===== config.mk =====
export PLATFORM = sky130hd
export DESIGN_NAME = mem2io_ctrl
export DESIGN_NICKNAME = d
export VERILOG_FILES = /design/src/rtl/mem2io_ctrl.sv
export SDC_FILE = /design/constraint.sdc
export NUM_CORES = 1
export LEC_CHECK = 0
export CAP_MARGIN = 20
export CORE_UTILIZATION = 39
export DETAILED_ROUTE_END_ITERATION = 6
export GPL_TIMING_DRIVEN = 0
export PLACE_DENSITY = 0.79
export SLEW_MARGIN = 20
export SYNTH_ARGS = -nofsm -noshare
export SYNTH_HDL_FRONTEND = slang
export SYNTH_SLANG_ARGS = --single-unit

===== constraint.sdc =====
create_clock -name Clk -period 1.8 [get_ports Clk]
set_clock_uncertainty 0.1 [all_clocks]
set_input_delay 0.54 -clock Clk [delete_from_list [all_inputs] [get_ports Clk]]
set_output_delay 0.54 -clock Clk [all_outputs]
set_load 0.02 [all_outputs]

===== src/rtl/mem2io_ctrl.sv =====
// LC-3 memory/IO bridge: sequences async SRAM reads/writes from the control unit's
// active-low strobes and redirects IO_ADDR to the switches / hex display register.
module mem2io_ctrl #(
    parameter int unsigned READ_WAIT  = 1,
    parameter int unsigned WRITE_WAIT = 1,
    parameter logic [15:0] IO_ADDR    = 16'hFFFF
) (
    input  logic        Clk,
    input  logic        Reset,
    input  logic        Mem_CE,
    input  logic        Mem_OE,
    input  logic        Mem_WE,
    input  logic [15:0] ADDR,
    input  logic [15:0] Data_from_CPU,
    input  logic [15:0] Switches,
    input  logic [15:0] SRAM_DQ_I,
    output logic [15:0] Data_to_CPU,
    output logic        Rd_valid,
    output logic        Wr_done,
    output logic [15:0] HEX_Data,
    output logic [19:0] SRAM_ADDR,
    output logic        SRAM_CE_N,
    output logic        SRAM_OE_N,
    output logic        SRAM_WE_N,
    output logic        SRAM_UB_N,
    output logic        SRAM_LB_N,
    output logic [15:0] SRAM_DQ_O,
    output logic        SRAM_DQ_OE
);

    localparam int unsigned CNT_W = 3;

    typedef enum logic [2:0] {
        IDLE,
        RD_WAIT,
        WR_SETUP,
        WR_PULSE,
        WR_HOLD,
        RELEASE
    } state_t;

    state_t             state, state_d;
    logic [CNT_W-1:0]   cnt, cnt_d;
    logic [15:0]        data_to_cpu_d, hex_data_d, dq_o_d;
    logic [19:0]        sram_addr_d;
    logic               rd_valid_d, wr_done_d;
    logic               ce_n_d, oe_n_d, we_n_d, bytes_n_d, dq_oe_d;
    logic               rd_req, wr_req, is_io;

    assign rd_req = !Mem_CE && !Mem_OE &&  Mem_WE;
    assign wr_req = !Mem_CE &&  Mem_OE && !Mem_WE;
    assign is_io  = (ADDR == IO_ADDR);

    // Next-state and next-output logic; every register holds unless a state moves it.
    always_comb begin
        state_d       = state;
        cnt_d         = cnt;
        data_to_cpu_d = Data_to_CPU;
        hex_data_d    = HEX_Data;
        dq_o_d        = SRAM_DQ_O;
        sram_addr_d   = SRAM_ADDR;
        rd_valid_d    = 1'b0;
        wr_done_d     = 1'b0;
        ce_n_d        = SRAM_CE_N;
        oe_n_d        = SRAM_OE_N;
        we_n_d        = SRAM_WE_N;
        bytes_n_d     = SRAM_UB_N;
        dq_oe_d       = SRAM_DQ_OE;

        case (state)
            IDLE: begin
                if (rd_req && is_io) begin
                    data_to_cpu_d = Switches;
                    rd_valid_d    = 1'b1;
                    state_d       = RELEASE;
                end else if (rd_req) begin
                    sram_addr_d = {4'b0000, ADDR};
                    ce_n_d      = 1'b0;
                    oe_n_d      = 1'b0;
                    bytes_n_d   = 1'b0;
                    cnt_d       = CNT_W'(READ_WAIT - 1);
                    state_d     = RD_WAIT;
                end else if (wr_req && is_io) begin
                    hex_data_d = Data_from_CPU;
                    wr_done_d  = 1'b1;
                    state_d    = RELEASE;
                end else if (wr_req) begin
                    sram_addr_d = {4'b0000, ADDR};
                    dq_o_d      = Data_from_CPU;
                    dq_oe_d     = 1'b1;
                    ce_n_d      = 1'b0;
                    bytes_n_d   = 1'b0;
                    we_n_d      = 1'b1;
                    state_d     = WR_SETUP;
                end
            end
            RD_WAIT: begin
                if (cnt == '0) begin
                    data_to_cpu_d = SRAM_DQ_I;
                    rd_valid_d    = 1'b1;
                    ce_n_d        = 1'b1;
                    oe_n_d        = 1'b1;
                    bytes_n_d     = 1'b1;
                    state_d       = RELEASE;
                end else begin
                    cnt_d = cnt - CNT_W'(1);
                end
            end
            WR_SETUP: begin
                we_n_d  = 1'b0;
                cnt_d   = CNT_W'(WRITE_WAIT);
                state_d = WR_PULSE;
            end
            WR_PULSE: begin
                if (cnt == '0) begin
                    we_n_d  = 1'b1;
                    state_d = WR_HOLD;
                end else begin
                    cnt_d = cnt - CNT_W'(1);
                end
            end
            WR_HOLD: begin
                ce_n_d    = 1'b1;
                bytes_n_d = 1'b1;
                dq_oe_d   = 1'b0;
                wr_done_d = 1'b1;
                state_d   = RELEASE;
            end
            RELEASE: begin
                // One access per strobe assertion: wait for the control unit to let go.
                if (Mem_OE && Mem_WE) begin
                    state_d = IDLE;
                end
            end
            default: state_d = IDLE;
        endcase
    end

    // State and output registers with synchronous reset.
    always_ff @(posedge Clk) begin
        if (Reset) begin
            state       <= IDLE;
            cnt         <= '0;
            Data_to_CPU <= '0;
            HEX_Data    <= '0;
            SRAM_DQ_O   <= '0;
            SRAM_ADDR   <= '0;
            Rd_valid    <= 1'b0;
            Wr_done     <= 1'b0;
            SRAM_CE_N   <= 1'b1;
            SRAM_OE_N   <= 1'b1;
            SRAM_WE_N   <= 1'b1;
            SRAM_UB_N   <= 1'b1;
            SRAM_LB_N   <= 1'b1;
            SRAM_DQ_OE  <= 1'b0;
        end else begin
            state       <= state_d;
            cnt         <= cnt_d;
            Data_to_CPU <= data_to_cpu_d;
            HEX_Data    <= hex_data_d;
            SRAM_DQ_O   <= dq_o_d;
            SRAM_ADDR   <= sram_addr_d;
            Rd_valid    <= rd_valid_d;
            Wr_done     <= wr_done_d;
            SRAM_CE_N   <= ce_n_d;
            SRAM_OE_N   <= oe_n_d;
            SRAM_WE_N   <= we_n_d;
            SRAM_UB_N   <= bytes_n_d;
            SRAM_LB_N   <= bytes_n_d;
            SRAM_DQ_OE  <= dq_oe_d;
        end
    end

endmodule


# --- Word-level counts from Yosys, hierarchy flattened ---
# Cells that the tools add are included.
totals:
  elab_cells: 105
  mem_count: 0
  out_inout_bits: 76
  input_bits: 69
  latch_bits: 0
  mem_bits_rw: 0
  romBits: 0
  reg_bits: 80
classes:
  n_bitwise: 3
  n_reduce_logical: 29
  n_mul: 0
  mux: 40
  div: 0
  n_addsub: 1
  eq_ne: 20
  shift: 0
  magnitude_cmp: 0
op_table:
  columns: ["operator", "n"]
  rows:
  - ["2-to-1 mux 20 bit", 3]
  - ["2-to-1 mux 16 bit", 2]
  - ["case mux 16 bit (2 select lines)", 1]
  - ["2-to-1 mux 3 bit", 10]
  - ["inequality test 2 bit, second input constant", 11]
  - ["AND reduction 4 bit", 5]
  - ["case mux 3 bit (6 select lines)", 1]
  - ["== test 16 bit, second input constant", 1]
  - ["2-to-1 mux 1 bit", 16]
  - ["AND reduction 5 bit", 3]
  - ["case mux 3 bit (3 select lines)", 1]
  - ["nonzero test 3 bit", 3]
  - ["case mux 1 bit (2 select lines)", 4]
  - ["logical AND 1 bit", 7]
  - ["== test 3 x 2 -> 1 bit, second input constant", 2]
  - ["== test 3 bit, second input constant", 2]
  - ["logical NOT 3 bit", 2]
  - ["inequality test 3 bit, second input constant", 2]
  - ["case mux 1 bit (3 select lines)", 2]
  - ["AND reduction 6 bit", 1]
  - ["nonzero test 2 bit", 3]
  - ["inequality test 5 bit, second input constant", 1]
  - ["== test 3 x 1 -> 1 bit, second input constant", 1]
  - ["logical NOT 1 bit", 3]
  - ["4 further kinds", 6]

# --- Logic depth before layout (Yosys ltp) ---
depth:
  word_depth: 8
  mapped_depth: 7
  depth_no_buf: 6

# --- Worst setup path before layout ---
# No wires, ideal clock.
synth_timing:
  path_kind: "in2reg"
  startpoint: "input ADDR[6]"
  endpoint: "register SRAM_DQ_OE"
  path_stages: 6
  setup_slack_ns: -0.148
  setup_time_ns: 0.137
  arrival_time_ns: 1.711
  cell_sequence: "nand4_1 -> or4_1 -> clkbuf_1 -> clkbuf_2 -> a31oi_1 -> a211oi_1"
synth_between:
  elab_chain_len: 4
  elab_cells_between_ends: 6
  classes_between: "eq/ne (3); reduce/logical (3)"
synth_lines:
  columns: ["element", "line_no", "text"]
  rows:
  - ["start: declaration", "13", "input logic [15:0] ADDR,"]
  - ["== test 16 bit *", "52", "assign is_io = (ADDR == IO_ADDR);"]
  - ["logical AND 1 bit, on equally long branches", "83, 72", null]
  - ["inequality test 2 bit (no line)", null, null]
  - ["AND reduction 5 bit (no line) *", null, null]
  - ["end signal: assignment", "170", "SRAM_DQ_OE <= dq_oe_d;"]
  - ["end: declaration", "28", "output logic SRAM_DQ_OE"]
# Mark *: on every way between the ends. The rest lies on a longest branch, timed or not.
# A chain may end at the register's enable or synchronous reset.

# --- Worst setup path after layout ---
layout_timing:
  startpoint: "input Reset"
  endpoint: "register SRAM_DQ_O[9]"
layout_rtl:
  columns: ["element", "line_no", "text"]
  rows:
  - ["start: declaration", "9", "input logic Reset,"]
  - ["end signal: assignment", "161", "SRAM_DQ_O <= dq_o_d;"]
  - ["end: declaration", "27", "output logic [15:0] SRAM_DQ_O,"]
# No word-level cell between the ends.

==> flow_summary.yaml <==
timing:
  rsz0062_at_grt: "true"
  tightestPinTransition_ns: 0.502
  finalSetupViolCount: 0
  fin_crit_ns: 1.78
  slew_violations: 0
  setup_tns_ns: 0
  period_share_pct: 98.7
  hold_viol: 0
  max_freq_ghz: 0.563
  setup_ws_ns: 0.0233
  max_slew_margin_pct: 66.5
  hold_ws_ns: 0.338
clock_network:
  clk_pin_slew_worst_paths_ns: 0.09
  cts_buffers: 9
  cts_buffer_depth: 2
  clockRootBuffer: "clkbuf_8"
  cts_sinks: 76
  cts_tree: "built"
  clk_latency_ns: 0.34
  cts_hold_buf: 0
  htree_levels: 3
logic_synthesis:
  ys_types: 47
  synthMuxAreaShare_pct: 10.8
  synthArstFlopShare_pct: 0
  postSynthCellCount: 420
  yosysWarnings: 0
  yosys.area_share.adder_pct: 0.685
  syn_area_per_cell_um2: 8.70
  synth_top_family_by_area: "compound AO/OA/AOI/OAI gates"
  synth-seq-cells: 76
  ys_seq_area_share_pct: 41.6
  synth-compound-area-share_pct: 20.1
  synth_edf_count: 0
  synthFlopType: "dfxtp_1"
  syn_area_um2: 3650
  synthXorXnorAreaFrac_pct: 0.479
  synth-simple-area-share_pct: 19.0
critical_path:
  cp-startpoint: "Reset"
  worstPathArrival_ns: 1.91
  cpMaxStageDelayCell: "clkdlybuf4s50_1"
  critPathLaunchType: "primary input"
  end_kind: "flip-flop"
  cp_max_fo: 10
  slowest_delay_ns: 0.56
  path_class: "primary input to flip-flop"
  critPathTopFamily: "buffers and inverters"
  critPathRequiredTime_ns: 1.93
  crit_top_cell: "clkbuf_4"
  reg2reg_from: "state[2]$_SDFFE_PP0P_"
  cp_cell_sequence: "clkdlybuf4s50_1 > buf_2 > clkbuf_4 > clkbuf_4 > a21oi_1"
  cp.buffers_inverters: 4
  r2r_slack_ns: 0.03
placement:
  port_buffers: 140
  dp.cells: 671
  gp_congestion: 0.852
  placed_area_um2: 5220
  dp_hpwl_um: 8330
  preCtsSetupSlack_ns: -0.870
die:
  die_w_um: 98.8
  ios: 145
  die_h_um: 98.8
  dieArea_um2: 9760
  core_um2: 8890
  initial_utilization_pct: 41.1
  core.rowCount: 34
cells_and_area:
  final_cells: 707
  seqCellArea_um2: 1530
  multi_input_area_um2: 2000
  insertedDiodeCount: 0
  nNetsFinal: 666
  n_fill_cell: 722
  layout_common_cells: "70 x dfxtp_1, 70 x dlygate4sd2_1, 52 x a21oi_1"
  finalCoreUtilization_pct: 65.5
  drive_gt1_share_pct: 25.4
  final_area_um2: 5820
  area_delta_synth_final_pct: 59.4
power:
  clkPwrFrac_pct: 33.9
  power.switching_mw: 1.37
  power.internal_mw: 3.28
  peakVddDrop_mv: 0.524
  leakage_nw: 2.59
  power_mw: 4.65
  p_comb_share_pct: 26.4
  netSwitchingFraction_pct: 29.4
  pwr-share-seq_pct: 39.7
  powerDensity_nw_per_um2: 798
detailed_routing:
  ant_nets: 0
  avgViaCountPerCell: 5.60
  wl_per_cell_um: 17.4
  drt_iter0_markers: 289
  dr.pass1.iters: 5
  drc: 0
  drt-total-wl_um: 12300
  vias: 3961
flow_run:
  maxCapViolCount: 0
grt:
  antenna_found_initial: 0
  grt.total_usage_pct: 25.0
  grt.overflow.total: 0
  grt_first_pass_wirelength_um: 19400
  grt_max_degree: 14
  grt_pass1_vias: 4073
hold_path:
  hold_class: "primary input to flip-flop"
  hp-start: "ADDR[12]"
status:
  outcome: "finished, final reports clean"
-- layout make-up --
type,instances,share of cell area [%]
multi-input combinational,296,34.3
timing repair buffer,165,26.4
sequential,76,26.3
buffer,42,6.32
tap,108,2.32
clock buffer,9,2.13
clock inverter,6,1.93
inverter,5,0.322
-- timing repair --
| action | CTS | global route |
|---|---|---|
| setup buffers | 19 | 2 |
| cloned | 6 | 0 |
| resized for setup | 215 | 49 |
| endpoints found under the hold margin | 0 | 0 |
| pin swaps | 23 | 11 |
| setup endpoints to repair | 148 | 76 |
-- worst min-delay path, delay by kind of cell --
kind,cells,cell delay (ns)
buffers and inverters,1,0.09
AOI/OAI and AO/OA,1,0.05
and+or+nand+nor,1,0.05
-- Yosys cell counts (3+ instances only) --
cell       n  area (µm²)
nand3_1   51         255
buf_6      3        33.8
a21oi_1   56         280
nand2b_1   5        31.3
a21o_1     4        30.0
nor2_1    22        82.6
inv_1      5        18.8
nor2b_1   21         131
clkbuf_1  23        86.3
nand4_1    4        25.0
mux2_4     9         135
buf_4     10        75.1
dfxtp_1   76        1520
buf_2      9        45.0
a211oi_1   4        30.0
o21ai_0   53         265
nand2_1    6        22.5
mux2_2     7        78.8
mux2i_1   18         180
-- layer usage --
metal / track usage [%] / wire length, µm / part of all wire [%]
met5: 0 / 0 / 0
met4: 12.9 / 497 / 4.0
met3: 5.82 / 963 / 7.8
met2: 43.1 / 6020 / 49
met1: 29.0 / 4830 / 39
-- cells by family after synthesis --
logic type               count (synthesis)
buffers and inverters                   51
multiplexers                            34
AND/OR/NAND/NOR                        123
other                                    1
XOR/XNOR                                 2
flip-flops                              76
AO/OA/AOI/OAI                          131
adder cells (fa/ha/maj)                  2
-- state kept, by name (all words and copies together), names as in the netlist --
register / flops
Data_to_CPU: 16
state: 3
HEX_Data: 16
Wr_done: 1
Rd_valid: 1
SRAM_ADDR: 16
SRAM_WE_N: 1
cnt: 3
SRAM_LB_N: 1
SRAM_OE_N: 1
SRAM_DQ_OE: 1
SRAM_DQ_O: 16
-- power by group through the flow --
stage	combinational [mW]	sequential [mW]	clock [mW]
floorplan	0.577	1.97	0
global placement	1.14	1.87	0
detailed placement	1.16	1.87	0
CTS	1.20	1.83	1.57
global route	1.32	1.86	1.65
finish	1.23	1.84	1.58
-- worst paths after layout --
path | end | cells after the start
setup / recovery | SRAM_DQ_O[9]$_SDFFE_PP0P_ | 5
hold / removal | SRAM_ADDR[12]$_SDFFE_PP0P_ | 3
setup reg to reg | Data_to_CPU[10]$_SDFFE_PP0P_ | 6
hold reg to reg | cnt[0]$_SDFFE_PP0P_ | 2
No activity file was read; power rests on OpenSTA's default activity.
